==> config.mk <==
export PLATFORM = sky130hd
export DESIGN_NAME = channel_merge_arbiter_flat
export DESIGN_NICKNAME = d
export VERILOG_FILES = /design/src/rtl/channel_merge_arbiter_if.sv /design/src/rtl/channel_merge_arbiter.sv /design/src/flat_wrapper.sv
export SDC_FILE = /design/constraint.sdc
export NUM_CORES = 1
export LEC_CHECK = 0
export CAP_MARGIN = 20
export CORE_ASPECT_RATIO = 1.4
export CORE_MARGIN = 5
export CORE_UTILIZATION = 35
export DETAILED_ROUTE_END_ITERATION = 12
export HOLD_SLACK_MARGIN = 0.05
export PLACE_DENSITY = 0.6
export SLEW_MARGIN = 20
export SYNTH_ARGS = -nofsm -noshare
export SYNTH_HDL_FRONTEND = slang
export SYNTH_SLANG_ARGS = --single-unit
==> constraint.sdc <==
create_clock -name clk -period 2.5 [get_ports clk]
set_clock_uncertainty 0.05 [all_clocks]
set_input_delay 0.375 -clock clk [delete_from_list [all_inputs] [get_ports clk]]
set_output_delay 0.375 -clock clk [all_outputs]
set_load 0.005 [all_outputs]
==> src/rtl/channel_merge_arbiter_if.sv <==
// ----------------------------------------------------------------------------
// channel_merge_arbiter_if : capture-side and stream-side signals of the merge
// arbiter. Revision 1.0
// ----------------------------------------------------------------------------
`default_nettype none

interface channel_merge_arbiter_if #(
  parameter int WIDTH = 8,
  parameter int PORTS = 4
);
  localparam int PW = (PORTS > 1) ? $clog2(PORTS) : 1;

  logic [PORTS*WIDTH-1:0] in_data;
  logic [PORTS-1:0]       in_valid;
  logic [WIDTH-1:0]       out_data;
  logic [PW-1:0]          out_port;
  logic                   out_valid;
  logic                   out_ready;
  logic [PORTS-1:0]       pending;
  logic                   overflow;

  modport master (
    output in_data, in_valid, out_ready,
    input  out_data, out_port, out_valid, pending, overflow
  );

  modport slave (
    input  in_data, in_valid, out_ready,
    output out_data, out_port, out_valid, pending, overflow
  );
endinterface

`default_nettype wire

==> src/rtl/channel_merge_arbiter.sv <==
// ----------------------------------------------------------------------------
// channel_merge_arbiter : per-port holding slots for unstallable pulses,
// drained round-robin onto one valid/ready stream. Revision 1.0
// ----------------------------------------------------------------------------
`default_nettype none

module channel_merge_arbiter #(
  parameter int WIDTH = 8,
  parameter int PORTS = 4
) (
  input  wire clk,
  input  wire reset,
  input  wire initialize,
  channel_merge_arbiter_if.slave bus
);
  localparam int PW = (PORTS > 1) ? $clog2(PORTS) : 1;

  typedef enum logic [0:0] {S_IDLE = 1'b0, S_HOLD = 1'b1} state_t;

  state_t           state_q, state_d;
  logic [PORTS-1:0] full_q, full_d;
  logic [WIDTH-1:0] data_q [PORTS];
  logic [PW-1:0]    rr_q, rr_d;
  logic [PW-1:0]    gnt_q, gnt_d;
  logic             ovf_q, ovf_d;

  logic [PW-1:0]    scan_idx;
  logic [PW:0]      idx_sum;
  logic [PW-1:0]    gnt_w;
  logic             valid_w;
  logic             xfer_w;
  logic             drain_w;

  // Walk from the farthest candidate back to rr_q so the nearest full slot wins.
  always_comb begin
    scan_idx = rr_q;
    idx_sum  = '0;
    for (int k = PORTS - 1; k >= 0; k--) begin
      idx_sum = {1'b0, rr_q} + (PW+1)'(k);
      if (idx_sum >= (PW+1)'(PORTS)) idx_sum = idx_sum - (PW+1)'(PORTS);
      if (full_q[idx_sum[PW-1:0]]) scan_idx = idx_sum[PW-1:0];
    end
  end

  assign gnt_w   = (state_q == S_HOLD) ? gnt_q : scan_idx;
  assign valid_w = (state_q == S_HOLD) | (|full_q);
  assign xfer_w  = valid_w & bus.out_ready;

  assign bus.out_valid = valid_w;
  assign bus.out_port  = gnt_w;
  assign bus.out_data  = data_q[gnt_w];
  assign bus.pending   = full_q;
  assign bus.overflow  = ovf_q;

  always_comb begin
    state_d = state_q;
    full_d  = full_q;
    ovf_d   = ovf_q;
    rr_d    = rr_q;
    gnt_d   = gnt_q;
    drain_w = 1'b0;

    for (int i = 0; i < PORTS; i++) begin
      drain_w = xfer_w && (gnt_w == PW'(i));
      if (bus.in_valid[i]) begin
        full_d[i] = 1'b1;
        if (full_q[i] && !drain_w) ovf_d = 1'b1;
      end else if (drain_w) begin
        full_d[i] = 1'b0;
      end
    end

    case (state_q)
      S_IDLE: begin
        if (valid_w && !bus.out_ready) begin
          state_d = S_HOLD;
          gnt_d   = gnt_w;
        end
      end
      S_HOLD: begin
        if (bus.out_ready) state_d = S_IDLE;
      end
      default: state_d = S_IDLE;
    endcase

    if (xfer_w) rr_d = (gnt_w == PW'(PORTS - 1)) ? '0 : gnt_w + 1'b1;

    if (initialize) begin
      state_d = S_IDLE;
      full_d  = '0;
      ovf_d   = 1'b0;
      rr_d    = '0;
      gnt_d   = '0;
    end
  end

  always_ff @(posedge clk) begin
    if (!reset) begin
      state_q <= S_IDLE;
      full_q  <= '0;
      ovf_q   <= 1'b0;
      rr_q    <= '0;
      gnt_q   <= '0;
    end else begin
      state_q <= state_d;
      full_q  <= full_d;
      ovf_q   <= ovf_d;
      rr_q    <= rr_d;
      gnt_q   <= gnt_d;
    end
  end

  // Slot payloads carry no reset; a stale payload is invisible while its full bit is clear.
  always_ff @(posedge clk) begin
    for (int i = 0; i < PORTS; i++) begin
      if (bus.in_valid[i] && reset && !initialize)
        data_q[i] <= bus.in_data[i*WIDTH +: WIDTH];
    end
  end

endmodule

`default_nettype wire

==> src/flat_wrapper.sv <==
// flat-port wrapper written by rule: the top's interface ports become plain ports
module channel_merge_arbiter_flat 
#(
  parameter int WIDTH = 8,
  parameter int PORTS = 4
)
  (clk, reset, initialize, bus_in_data, bus_in_valid, bus_out_ready, bus_out_data, bus_out_port, bus_out_valid, bus_pending, bus_overflow);
  channel_merge_arbiter_if #(.WIDTH(WIDTH), .PORTS(PORTS)) bus_i ();
  input  wire clk;
  input  wire reset;
  input  wire initialize;
  input wire logic [$bits(bus_i.in_data)-1:0] bus_in_data;
  input wire logic [$bits(bus_i.in_valid)-1:0] bus_in_valid;
  input wire logic [$bits(bus_i.out_ready)-1:0] bus_out_ready;
  output wire logic [$bits(bus_i.out_data)-1:0] bus_out_data;
  output wire logic [$bits(bus_i.out_port)-1:0] bus_out_port;
  output wire logic [$bits(bus_i.out_valid)-1:0] bus_out_valid;
  output wire logic [$bits(bus_i.pending)-1:0] bus_pending;
  output wire logic [$bits(bus_i.overflow)-1:0] bus_overflow;
  assign bus_i.in_data = bus_in_data;
  assign bus_i.in_valid = bus_in_valid;
  assign bus_i.out_ready = bus_out_ready;
  assign bus_out_data = bus_i.out_data;
  assign bus_out_port = bus_i.out_port;
  assign bus_out_valid = bus_i.out_valid;
  assign bus_pending = bus_i.pending;
  assign bus_overflow = bus_i.overflow;
  channel_merge_arbiter #(.WIDTH(WIDTH), .PORTS(PORTS)) u_core (.clk(clk), .reset(reset), .initialize(initialize), .bus(bus_i));
endmodule
Word level (Yosys, flattened, before mapping)
Memories as Yosys holds them, arrays and structs flattened.
Cells that the tools add are included.
- $add $sub $neg: 8
- bitwise gates (word level): 4
- order comparisons: 8
- equal/unequal tests: 3
- reductions and logical operators: 31
- mux-type cells: 45
- operator list (kind ; number):
    two-way mux 1 bit ; 30
    two-way mux 2 bit ; 10
    logical AND 1 bit ; 17
    less-than comparator 2 x 3 -> 1 bit, second input constant ; 4
    >= comparator 3 bit, second input constant ; 3
    binary-select mux 1 bit (select 2 bit) ; 4
    nonzero test 2 bit ; 4
    subtractor 2 x 1 -> 2 bit, second input constant ; 4
    adder 2 x 2 -> 3 bit, second input constant ; 2
    zero test 1 bit ; 6
    == test 2 bit, second input constant ; 2
    OR reduction 4 bit ; 1
    adder 2 x 1 -> 3 bit, second input constant ; 1
    >= comparator 2 x 3 -> 1 bit, second input constant ; 1
    adder 2 x 1 -> 2 bit, second input constant ; 1
    == test 2 x 1 -> 1 bit, second input constant ; 1
    zero test 2 bit ; 1
    NOT 1 bit ; 2
    case mux 1 bit (2 select lines) ; 1
    AND reduction 2 bit ; 1
    OR reduction 2 bit ; 1
    AND 1 bit ; 1
    bitwise OR 1 bit ; 1
- register bits: 10
- RAM bits: 32
- word-level logic and storage cells: 108
- memories: 1
- output and inout port bits: 16
- memory list (name ; words ; width ; rd ports ; clocked after memory_dff ; wr ports ; RTL line ; RTL):
    u_core.data_q ; 4 ; 8 ; 1 ; 0 ; 4 ; channel_merge_arbiter.sv:22 ; logic [WIDTH-1:0] data_q [PORTS];

Depth between registers and ports, before layout
Gate-level depths: netlist of the first run.
- depth in word-level cells: 22
- mapped depth: 10
- gate-level depth less buffers: 9

Least setup slack after synthesis of the first run
No wires, ideal clock.
- kind: register to register
- from: register u_core.full_q[2] (netlist: u_core.bus.pending[2])
- to: register u_core.ovf_q (netlist: u_core.bus.overflow)
- buffers on the path: 2
- clock period less this slack: 2169 ps
- arrival: 2045 ps
- setup slack: 331 ps
- cell stages (with the launch flop): 11
- cells stage by stage: dfxtp_1 -> nor2b_1 -> o21a_1 -> o41ai_2 -> buf_6 -> buf_12 -> inv_1 -> ha_1 -> a21boi_0 -> a22oi_1 -> a31oi_1
- cells in the longest elaborated chain, start to end: 19
- elaborated cells between the ends (all ways): 40
- those cells by class: eq/ne: 3; mux: 21; bitwise: 2; reduce/logical: 14
- RTL lines (what ; RTL line ; RTL):
    from (decl) ; channel_merge_arbiter.sv:21 ; logic [PORTS-1:0] full_q, full_d;
    from (signal assigned) ; channel_merge_arbiter.sv:106 ; full_q <= full_d;
    binary-select mux 1 bit (select 2 bit) ; channel_merge_arbiter.sv:41 ; if (full_q[idx_sum[PW-1:0]]) scan_idx = idx_sum[PW-1:0];
    two-way mux 1 bit (not written as such) ; channel_merge_arbiter.sv:41 ;
    two-way mux 2 bit (3 in a row) ; channel_merge_arbiter.sv:41 ;
    two-way mux 2 bit (*) ; channel_merge_arbiter.sv:41 ;
    two-way mux 2 bit (*) ; channel_merge_arbiter.sv:45 ; assign gnt_w = (state_q == S_HOLD) ? gnt_q : scan_idx;
    via bus_out_port[0] ; flat_wrapper.sv:16 ; output wire logic [$bits(bus_i.out_port)-1:0] bus_out_port;
    zero test 2 bit ; channel_merge_arbiter.sv:64 ; drain_w = xfer_w && (gnt_w == PW'(i));
    logical AND 1 bit ; channel_merge_arbiter.sv:64 ;
    [... 2 more ...] ; - ;
    two-way mux 1 bit ; channel_merge_arbiter.sv:67 ; if (full_q[i] && !drain_w) ovf_d = 1'b1;
    two-way mux 1 bit ; channel_merge_arbiter.sv:65 ; if (bus.in_valid[i]) begin
    two-way mux 1 bit ; channel_merge_arbiter.sv:67 ;
    two-way mux 1 bit ; channel_merge_arbiter.sv:65 ;
    two-way mux 1 bit ; channel_merge_arbiter.sv:67 ;
    two-way mux 1 bit ; channel_merge_arbiter.sv:65 ;
    two-way mux 1 bit ; channel_merge_arbiter.sv:67 ;
    two-way mux 1 bit (*) ; channel_merge_arbiter.sv:65 ;
    to (signal assigned) ; channel_merge_arbiter.sv:107 ; ovf_q <= ovf_d;
    to (decl) ; channel_merge_arbiter.sv:25 ; logic ovf_q, ovf_d;
Mark *: on every way through the listed nets, which the timed path passes. The rest lies on a longest branch. The select of a mux whose other input is x is not followed.
A chain may end at the register's enable or synchronous reset.

Worst setup path in the final report of the first run
- from: register u_core.full_q[0] (netlist: u_core.bus.pending[0])
- to: output port bus_out_data[7]
- cells in the longest elaborated chain, start to end: 8
- elaborated cells between the ends (all ways): 14
- those cells by class: mux: 13; memory: 1
- RTL lines (what ; RTL line ; RTL):
    binary-select mux 1 bit (select 2 bit) ; channel_merge_arbiter.sv:41 ;
    two-way mux 1 bit (not written as such) ; channel_merge_arbiter.sv:41 ;
    two-way mux 2 bit (3 in a row) ; channel_merge_arbiter.sv:41 ;
    two-way mux 2 bit (*) ; channel_merge_arbiter.sv:41 ;
    two-way mux 2 bit (*) ; channel_merge_arbiter.sv:45 ;
    memory read (4 x 8 bit) (*) ; - ;
    to (decl) ; flat_wrapper.sv:15 ; output wire logic [$bits(bus_i.out_data)-1:0] bus_out_data;
Mark *: on every way between the ends. The rest lies on a longest branch, timed or not. The select of a mux whose other input is x is not followed.

==> summary.txt, run 1 <==
Status
  • Run status: complete, but fails checks
  • Failing checks: setup timing

Floorplan
  • Rows: 31
  • Die height: approximately 96 µm
  • Die X: approximately 71 µm
  • Starting Density: 0.358
  • Die area: 6800 µm²
  • Core Area: about 5100 µm²
  • Total I/O pin count: 56

Timing
  • Final Slew Violations: 0
  • Final hold vios: 0
  • Fin crit period: about 2500 ps
  • Slew margin rel.: 0.662
  • Achievable Freq: slightly below 400 MHz
  • Setup tns final: -119 ps
  • Tightest Pin Transition: 507 ps
  • Final period utilization: 1.02
  • Final worst setup slack: -45.0 ps
  • Final setup vio count: 4
  • RSZ-0062 raised after global routing: true

Drt
  • Vias: 1332
  • WL per Instance: about 16 µm
  • Post-Route WL: approximately 4300 µm
  • Drt drc: 0
  • ANT nets after route: 0
  • Routed vias/inst: between 4 and 5
  • Drt first pass iters: 4
  • Iter 0 DRT Violations: 71

Clocking
  • TritonCTS clock tree: done
  • Clk buf depth: 2
  • CTS clk-pin slew, worst paths: around 70 ps
  • Clock root buffer: clkbuf_8
  • Clk sinks: 42
  • H-tree Lvls: 2
  • Cts bufs inserted: 5
  • # hold bufs at CTS: 0
  • Clock Latency Late Sink: between 200 and 300 ps

Global route
  • Initial antenna violation count: 0
  • Largest net degree at the start of global routing: 13
  • Grt ovf: 0
  • Gr usage total: 0.133
  • Vias in the first global route: 1435
  • First-pass GRT wire length: about 6800 µm

Synthesis
  • Syn avg cell area: between 10 and 15 µm²
  • Syn nets: roughly 180
  • Post-synthesis cell count: ~140
  • Synth Warn #: 0
  • Mapped Area: 1830 µm²
  • Sequential-to-total area share from yosys stat: 0.633
  • Register bit count reported by yosys: 42
  • Unique masters post-synth: 29

Placement
  • Post-Place Cell Area: between 2000 and 3000 µm²
  • Dpl hpwl: ~3200 µm
  • Pre-CTS setup slack: -34.9 ps
  • Port Buffer Count: between 50 and 60
  • Gpl congestion: 0.814
  • Placed cells: 261

Layout
  • Layout cells sized above 1: 0.219
  • Design area: approximately 2700 µm²
  • Non-Filler Instances: 276
  • Layout area overhead: 47.4%
  • Ant diodes: 0
  • Most frequent cells in the layout: 45 x clkdlybuf4s50_1, 32 x edfxtp_1, 23 x mux2i_1, 11 x nor2_1
  • Final #Nets: between 200 and 300
  • Commonest non-fill, non-tap cell in the layout: clkdlybuf4s50_1

Power and ir drop
  • Sequential fraction of design power: 0.527
  • P_leak: 0.00104 µW
  • Int Pwr: approximately 1200 µW
  • Logic pwr share: 0.210
  • Pwr Density: 561 nW/µm²
  • Switching power: 344 µW
  • Peak supply drop: 0.360 mV
  • Switching fraction of total power: 0.227
  • Total Power: ~1500 µW
  • Clk pwr share: 0.262

Setup path
  • CP Capture Type: primary output
  • Req. time, crit path: 2080 ps
  • CP arrival: 2120 ps
  • Worst r2r path cells: 11
  • Crit Path Class: flip-flop to primary output
  • Max FO, Critical Path: 6
  • CP Launch Type: flip-flop

Min path
  • Hold Crit Class: flip-flop to flip-flop
  • Worst Hold Depth: 2

Job
  • Max_cap viols: 0
## power groups by stage
| stage | clock network, µW | registers [µW] | logic (µW) |
|---|---|---|---|
| after floorplan | 0 | 811 | 130 |
| after global placement | 0 | 812 | 293 |
| after detailed placement | 0 | 814 | 295 |
| after CTS | 418 | 798 | 303 |
| after global routing | 438 | 802 | 347 |
| final | 398 | 799 | 319 |
## cell type report
| class | count | area (µm²) |
|---|---|---|
| Multi-Input combinational cell | 84 | 666 |
| Tap cell | 66 | 82.6 |
| Fill cell | 458 | 2420 |
| Timing Repair Buffer | 70 | 682 |
| Clock buffer | 7 | 76.3 |
| Clock inverter | 1 | 3.75 |
| Inverter | 6 | 22.5 |
| Sequential cell | 42 | 1170 |
## metal layers
layer	track usage	routed length, µm	part of all wire
met4	0.0549	104	0.024
met3	0.0369	205	0.047
met5	0	0	0
met2	0.246	2470	0.57
met1	0.138	1550	0.36
## critical path, stage by stage, from the launching register on
cell	delay, ps
dfxtp_2	340
nor2b_4	140
o21ba_4	200
o41ai_4	400
buf_4	200
buf_12	120
mux2i_1	180
mux2i_1	110
buf_2	140
## flip-flops by register name, indices dropped and copies added, names as in the netlist
signal / count
u_core.bus.overflow: 1
u_core.bus.pending: 4
u_core.data_q: 32
u_core.gnt_q: 2
u_core.rr_q: 2
u_core.state_q: 1
## metrics by stage
| stage | hold slack [ps] | util |
|---|---|---|
| floorplan | 413 | - |
| CTS | 445 | 0.512 |
| detailed placement | 445 | 0.489 |
| finish | 463 | 0.528 |
| global route | 487 | 0.528 |
| global placement | 434 | 0.489 |
## cell families after synthesis
logic type	synth area share
AND/OR/NAND/NOR	0.101
buffers and inverters	0.0362
adder cells (fa/ha/maj)	0.0273
flip-flops	0.633
AO/OA/AOI/OAI	0.0710
multiplexers	0.131
## what timing repair did
item | in CTS | in global routing
endpoints found under the setup margin | 10 | 12
setup buffers | 3 | 3
resized for setup | 40 | 21
pin swaps | 3 | 4
endpoints found under the hold margin | 0 | 0
gates cloned | 1 | 0
## cell usage after synthesis (all sizes together)
| library cell | instances | share of area |
|---|---|---|
| o21a | 1 | 0.0041 |
| a21oi | 4 | 0.011 |
| a21boi | 4 | 0.016 |
| ha | 4 | 0.027 |
| o32a | 1 | 0.0055 |
| dfxtp | 10 | 0.11 |
| and2 | 4 | 0.014 |
| or2 | 2 | 0.0068 |
| nor2 | 12 | 0.025 |
| clkbuf | 2 | 0.0041 |
| nor3 | 3 | 0.0082 |
| a31oi | 2 | 0.0068 |
| o41ai | 1 | 0.0089 |
| nor2b | 5 | 0.018 |
| o21ba | 1 | 0.0055 |
| mux2i | 24 | 0.13 |
| nand2 | 8 | 0.016 |
| o22ai | 1 | 0.0034 |
| edfxtp | 32 | 0.52 |
| buf | 3 | 0.020 |
| nor4 | 2 | 0.0068 |
| inv | 6 | 0.012 |
| o21ai | 2 | 0.0055 |
| a22oi | 1 | 0.0041 |
| nand3 | 1 | 0.0027 |
| nand2b | 1 | 0.0034 |
## final timing paths
path | startpoint | to | slack [ps]
worst max register to register | u_core.bus.pending[0] | u_core.bus.overflow | 150
worst min-delay path | u_core.rr_q[0] | u_core.rr_q[0] | 460
worst max-delay path | u_core.bus.pending[0] | bus_out_data[7] | -40
worst min register to register | u_core.rr_q[0] | u_core.rr_q[0] | 460
Note: power is estimated with default switching activity, not from simulation.
==> inputs of run 2 (changes only) <==
- CORE_MARGIN: 5 -> 2
==> run 2 against run 1 <==
The flow still finishes with violations (setup timing); sequential share of layout area fell by 0.78 points; routed wire length decreased by 0.65%; first-iteration DRC count is 11% lower; via count fell by 0.53%; non-clock buffer count rose by 5; global-route usage grew 2.4 points; power rose by 14%; sequential power is essentially flat; final cell count increased by 1.8%; critical path depth up 1.
==> summary.txt, run 2 (same netlist as run 1, synthesis figures left out) <==
Timing
  • Final worst setup slack: -71.5 ps (-26.5 ps)
  • Tightest Pin Transition: 549 ps (+42.8 ps)
  • Hold WS: 471 ps (+8.64 ps)
  • Final Slew Violations: 0 (unchanged)
  • Final hold vios: 0 (unchanged)
  • Fin crit period: 2570 ps (+26.5 ps)
  • Final period utilization: 1.03 (+0.0106)
  • Achievable Freq: 389 MHz (-1.0%)
  • Final setup vio count: 7 (+3)
  • RSZ-0062 raised after global routing: true
  • Slew margin rel.: 0.630 (-0.0319)

Power and ir drop
  • Peak supply drop: 0.399 mV (+11%)
  • Clk pwr share: 0.360 (+0.098)
  • Pwr Density: 630 nW/µm² (+12%)
  • Sequential fraction of design power: 0.462 (-0.065)
  • Int Pwr: 1360 µW (+16%)
  • Logic pwr share: 0.179 (-0.031)
  • Switching fraction of total power: 0.214 (-0.0133)
  • P_leak: 0.00106 µW (+2.6%)
  • Switching power: 370 µW (+7.7%)

Floorplan
  • Core Area: 5120 µm² (unchanged)
  • Starting Density: 0.358 (unchanged)
  • Die X: 65.2 µm (-8.4%)
  • Rows: 31 (unchanged)
  • Total I/O pin count: 56 (unchanged)
  • Die area: 5840 µm² (-14%)
  • Die height: 89.6 µm (-6.3%)

Clocking
  • Cts bufs inserted: 5 (unchanged)
  • Clk buf depth: 2 (unchanged)
  • # hold bufs at CTS: 0 (unchanged)
  • Clk sinks: 42 (unchanged)
  • H-tree Lvls: 2 (unchanged)
  • Clock Latency Late Sink: 290 ps (about the same)
  • CTS clk-pin slew, worst paths: 80 ps (about the same)
  • TritonCTS clock tree: done
  • Clock root buffer: clkbuf_8

Layout
  • Reg with most FFs: u_core.data_q
  • Layout area overhead: 50.2%
  • Layout cells sized above 1: 0.233 (+0.0135)
  • Layout Utilization: 0.538 (+0.0103)
  • Most frequent cells in the layout: 45 x clkdlybuf4s50_1, 32 x edfxtp_1, 23 x mux2i_1, 16 x buf_4, 12 x nor2_1
  • Ant diodes: 0 (unchanged)
  • Design area: 2750 µm² (+1.9%)
  • Non-Filler Instances: 281 (+1.8%)
  • Final #Nets: 258 (+2.0%)
  • Commonest non-fill, non-tap cell in the layout: clkdlybuf4s50_1
  • Max reg flops: 32 (unchanged)

Setup path
  • Req. time, crit path: 2080 ps (about the same)
  • CP arrival: 2150 ps (+30 ps)
  • Max FO, Critical Path: 6 (unchanged)
  • Crit-path cells: nor2b_4 > o21a_1 > o41ai_4 > buf_4 > buf_8 > buf_6 > mux2i_1 > mux2i_1 > buf_2
  • Largest stage delay on the critical path: 350 ps (-50 ps)
  • Cell mode on critical path: mux2i_1
  • CP Launch Type: flip-flop
  • Crit Path Class: flip-flop to primary output
  • Crit-path slowest cell: dfxtp_2
  • CP Capture Type: primary output

Drt
  • ANT nets after route: 0 (unchanged)
  • Drt drc: 0 (unchanged)
  • Iter 0 DRT Violations: 63 (-11%)
  • Routed vias/inst: 4.72 (-2.3%)
  • Vias: 1325 (-0.53%)
  • WL per Instance: 15.3 µm (-2.4%)
  • Post-Route WL: 4310 µm (-0.65%)
  • Drt first pass iters: 4 (unchanged)

Job
  • Max_cap viols: 0 (unchanged)

Global route
  • Gr usage total: 0.157 (+0.0242)
  • Grt ovf: 0 (unchanged)
  • Vias in the first global route: 1409 (-1.8%)
  • Largest net degree at the start of global routing: 14 (+1)
  • First-pass GRT wire length: 6670 µm (-1.6%)
  • Initial antenna violation count: 0 (unchanged)

Min path
  • Hold Crit Class: flip-flop to flip-flop

Placement
  • Port Buffer Count: 55 (unchanged)
  • Dpl hpwl: 3090 µm (-3.8%)
  • Gpl congestion: 0.867 (+6.5%)
  • Placed cells: 264 (+1.1%)
  • Post-Place Cell Area: 2520 µm² (+0.40%)

Status
  • Failing checks: setup timing
  • Run status: complete, but fails checks
-- run 2: layout make-up --
cell class / instances / area (µm²)
Clock buffer: 5 / 68.8
Clock inverter: 3 / 63.8
Fill cell: 473 / 2370
Inverter: 6 / 22.5
Multi-Input combinational cell: 84 / 669
Sequential cell: 42 / 1170
Tap cell: 66 / 82.6
Timing Repair Buffer: 75 / 677
-- run 2: what timing repair did --
action / CTS / global route
setup buffers: 8 / 1
pin swaps: 4 / 2
gates resized for setup: 52 / 6
cloned: 1 / 0
endpoints found under the setup margin: 10 / 9
-- run 2: metrics by stage --
step | TNS, ps | worst slack, ps | total power [µW]
global placement | -85.0 | -33.5 | 1100
finish | -115 | -71.5 | 1730
global route | -1240 | -198 | 1800
floorplan | 0 | 331 | 941
CTS | -211 | -63.4 | 1750
detailed placement | -212 | -54.6 | 1110
-- run 2: power by group through the flow --
stage	Sequential, µW	Clock, µW	Combinational, µW
3_5_place_dp	814	0	294
3_3_place_gp	812	0	292
5_1_grt	804	661	338
4_1_cts	800	632	314
6_report	801	623	310
2_1_floorplan	811	0	130
-- run 2: worst max-delay path, delay by kind of cell (launching register included) --
kind	cells	cell delay, ps
AOI/OAI and AO/OA	2	570
buffers and inverters	4	570
DFF	1	350
muxes	2	240
and+or+nand+nor	1	130
-- run 2: per-layer routing --
| layer | global-route usage | up-vias | part of all wire |
|---|---|---|---|
| met3 | 0.0424 | 14 | 0.055 |
| met4 | 0.0909 | 0 | 0.043 |
| met5 | 0 | - | 0 |
| li1 | - | 648 | - |
| met2 | 0.276 | 49 | 0.52 |
| met1 | 0.169 | 614 | 0.38 |
-- run 2: final timing paths --
| path | cells past startpoint | startpoint | to | slack (ps) |
|---|---|---|---|---|
| max reg2reg | 10 | u_core.bus.pending[0] | u_core.bus.overflow | 190 |
| max | 9 | u_core.bus.pending[0] | bus_out_data[3] | -70 |
| min | 2 | u_core.rr_q[0] | u_core.rr_q[0] | 470 |
| min reg2reg | 2 | u_core.rr_q[0] | u_core.rr_q[0] | 470 |
==> inputs of run 3 (changes only) <==
- clock period: 2.5 -> 3.3 ns (I/O delays scaled with it)
==> run 3 against run 2 <==
The flow now finishes without violations; largest cell class unchanged; count of clock-buffer cells in the layout is 2 higher; highest routed layer unchanged; setup slack better by 340 ps; flip-flop and latch count stayed put; routed wire length is 3.1% lower; largest power group unchanged; sequential share of layout area is 2.7 points higher.
==> summary.txt, run 3 (same netlist as run 1, synthesis figures left out) <==
Timing
  • Tightest Pin Transition: 475 ps (-74.4 ps)
  • Final Slew Violations: 0 (unchanged)
  • Slew margin rel.: 0.680 (+0.0501)
  • Final worst setup slack: 272 ps (+343 ps)
  • Setup tns final: 0 ps (+115 ps)
  • Achievable Freq: between 300 and 400 MHz
  • RSZ-0062 raised after global routing: false
  • Fin crit period: a little over 3000 ps
  • Final hold vios: 0 (unchanged)
  • Final setup vio count: 0 (-7)
  • Final period utilization: 0.918

Setup path
  • R2R Path Start: u_core.bus.pending[0]
  • Crit Path Class: flip-flop to primary output
  • CP Launch Type: flip-flop
  • Crit-path cells: nor2b_1 > o21a_1 > o41ai_4 > buf_4 > mux2i_1 > mux2i_1 > clkdlybuf4s50_1
  • Max FO, Critical Path: 11 (+5)
  • Req. time, crit path: 2750 ps (+670 ps)
  • CP arrival: 2480 ps (+330 ps)
  • CP Capture Type: primary output
  • Worst reg2reg endpoint: u_core.bus.overflow
  • Delay-heaviest family, CP: buffers and inverters
  • Cell mode on critical path: mux2i_1
  • Reg2Reg Setup Slack: 940 ps (+750 ps)
  • Largest stage delay on the critical path: 450 ps (+100 ps)
  • Buf+Inv Stages, Crit Path: 2 (-2)
  • Crit-path slowest cell: clkdlybuf4s50_1
  • Worst r2r path cells: 9 (-1)

Power and ir drop
  • Switching power: 269 µW (-27%)
  • Int Pwr: 967 µW (-29%)
  • Switching fraction of total power: 0.218 (+0.00431)
  • Sequential fraction of design power: 0.490 (+0.028)
  • Peak supply drop: 0.280 mV (-30%)
  • Logic pwr share: 0.170 (-0.009)
  • Pwr Density: 481 nW/µm² (-24%)
  • Clk pwr share: 0.340 (-0.020)
  • P_leak: 0.000947 µW (-11%)

Floorplan
  • Core Area: 5120 µm² (unchanged)
  • Die area: 5840 µm² (unchanged)
  • Die X: 65.2 µm (unchanged)
  • Rows: 31 (unchanged)
  • Starting Density: 0.358 (unchanged)
  • Die height: 89.6 µm (unchanged)
  • Total I/O pin count: 56 (unchanged)

Global route
  • Grt ovf: 0 (unchanged)
  • Largest net degree at the start of global routing: 14 (unchanged)
  • Vias in the first global route: 1303 (-7.5%)
  • First-pass GRT wire length: 6070 µm (-9.0%)
  • Initial antenna violation count: 0 (unchanged)
  • Gr usage total: 0.144 (-0.0122)

Clocking
  • H-tree Lvls: 2 (unchanged)
  • # hold bufs at CTS: 0 (unchanged)
  • Clk sinks: 42 (unchanged)
  • Clk buf depth: 2 (unchanged)
  • TritonCTS clock tree: done
  • Clock Latency Late Sink: 300 ps (about the same)
  • CTS clk-pin slew, worst paths: 80 ps (about the same)
  • CTS resizes: 0 (-100%)
  • Clock root buffer: clkbuf_8
  • # Post-CTS Setup Buffers: 0 (-8)
  • Cts bufs inserted: 5 (unchanged)

Drt
  • Post-Route WL: 4170 µm (-3.1%)
  • Drt first pass iters: 4 (unchanged)
  • Iter 0 DRT Violations: 154 (+140%)
  • ANT nets after route: 0 (unchanged)
  • WL per Instance: 15.8 µm (+3.2%)
  • Vias: 1280 (-3.4%)
  • Routed vias/inst: 4.85 (+2.8%)
  • Drt drc: 0 (unchanged)

Layout
  • Reg with most FFs: u_core.data_q
  • Layout cells sized above 1: 0.0707 (-0.162)
  • Final #Nets: 241 (-6.6%)
  • Fillers: 501 (+5.9%)
  • Commonest non-fill, non-tap cell in the layout: clkdlybuf4s50_1
  • Max reg flops: 32 (unchanged)
  • Ant diodes: 0 (unchanged)
  • Layout area overhead: 40.3%
  • Most frequent cells in the layout: 55 x clkdlybuf4s50_1, 32 x edfxtp_1, 24 x mux2i_1, 12 x nor2_1, 10 x dfxtp_1

Job
  • Max_cap viols: 0 (unchanged)

Min path
  • Hold Crit Class: flip-flop to flip-flop
  • Worst Hold Path EP: u_core.gnt_q[1]
  • Worst Hold Depth: 2 (unchanged)
  • Hold wc startpoint: u_core.gnt_q[1]

Placement
  • Gpl congestion: 0.914 (+5.4%)
  • Port Buffer Count: 55 (unchanged)
  • Dpl hpwl: 3160 µm (+2.4%)
  • Pre-CTS setup slack: 579 ps (+633 ps)

Status
  • Run status: completed
run 3: final cells by class:
type	instances	area, µm²	share of cell area
Sequential cell	42	1160	0.451
Multi-Input combinational cell	84	617	0.240
Tap cell	66	82.6	0.0321
Clock buffer	7	86.3	0.0336
Clock inverter	1	30.0	0.0117
Timing Repair Buffer	58	573	0.223
Inverter	6	22.5	0.00875
run 3: routing by layer:
metal / up-vias / share of wire / global-route usage
met5: - / 0 / 0
met4: 0 / 0.019 / 0.0720
met2: 45 / 0.54 / 0.264
met3: 6 / 0.061 / 0.0424
li1: 618 / - / -
met1: 611 / 0.38 / 0.150
run 3: worst max-delay path by stage:
stage,startpoint,endpoint,slack [ps],depth (start not counted)
final,u_core.bus.pending[0],bus_out_data[6],270,7
after global placement,u_core.bus.pending[2],bus_out_data[6],620,7
after global routing,u_core.bus.pending[0],bus_out_data[5],110,7
after detailed placement,u_core.bus.pending[2],bus_out_data[6],580,7
after floorplan,u_core.bus.pending[2],u_core.bus.overflow,1130,10
after CTS,u_core.bus.pending[0],bus_out_data[6],250,7
run 3: power by group through the flow:
stage	logic, µW	clock network [µW]	registers, µW
finish	210	420	606
global route	226	446	609
CTS	214	429	606
detailed placement	213	0	618
global placement	211	0	617
floorplan	98.8	0	614
run 3: metrics by stage:
stage | std cells | power [µW] | hold slack, ps | utilization | area (µm²)
2_1_floorplan | 137 | 713 | 413 | - | 1830
6_report | 264 | 1240 | 502 | 0.502 | 2570
3_5_place_dp | 256 | 831 | 487 | 0.480 | 2460
5_1_grt | 264 | 1280 | 515 | 0.502 | 2570
4_1_cts | 264 | 1250 | 498 | 0.502 | 2570
3_3_place_gp | 256 | 828 | 438 | 0.480 | 2460
run 3: tightest hold or removal path: stages, from the launching register on:
cell and delay [ps]:
dfxtp_1 320, o21ai_0 150, a31oi_1 40
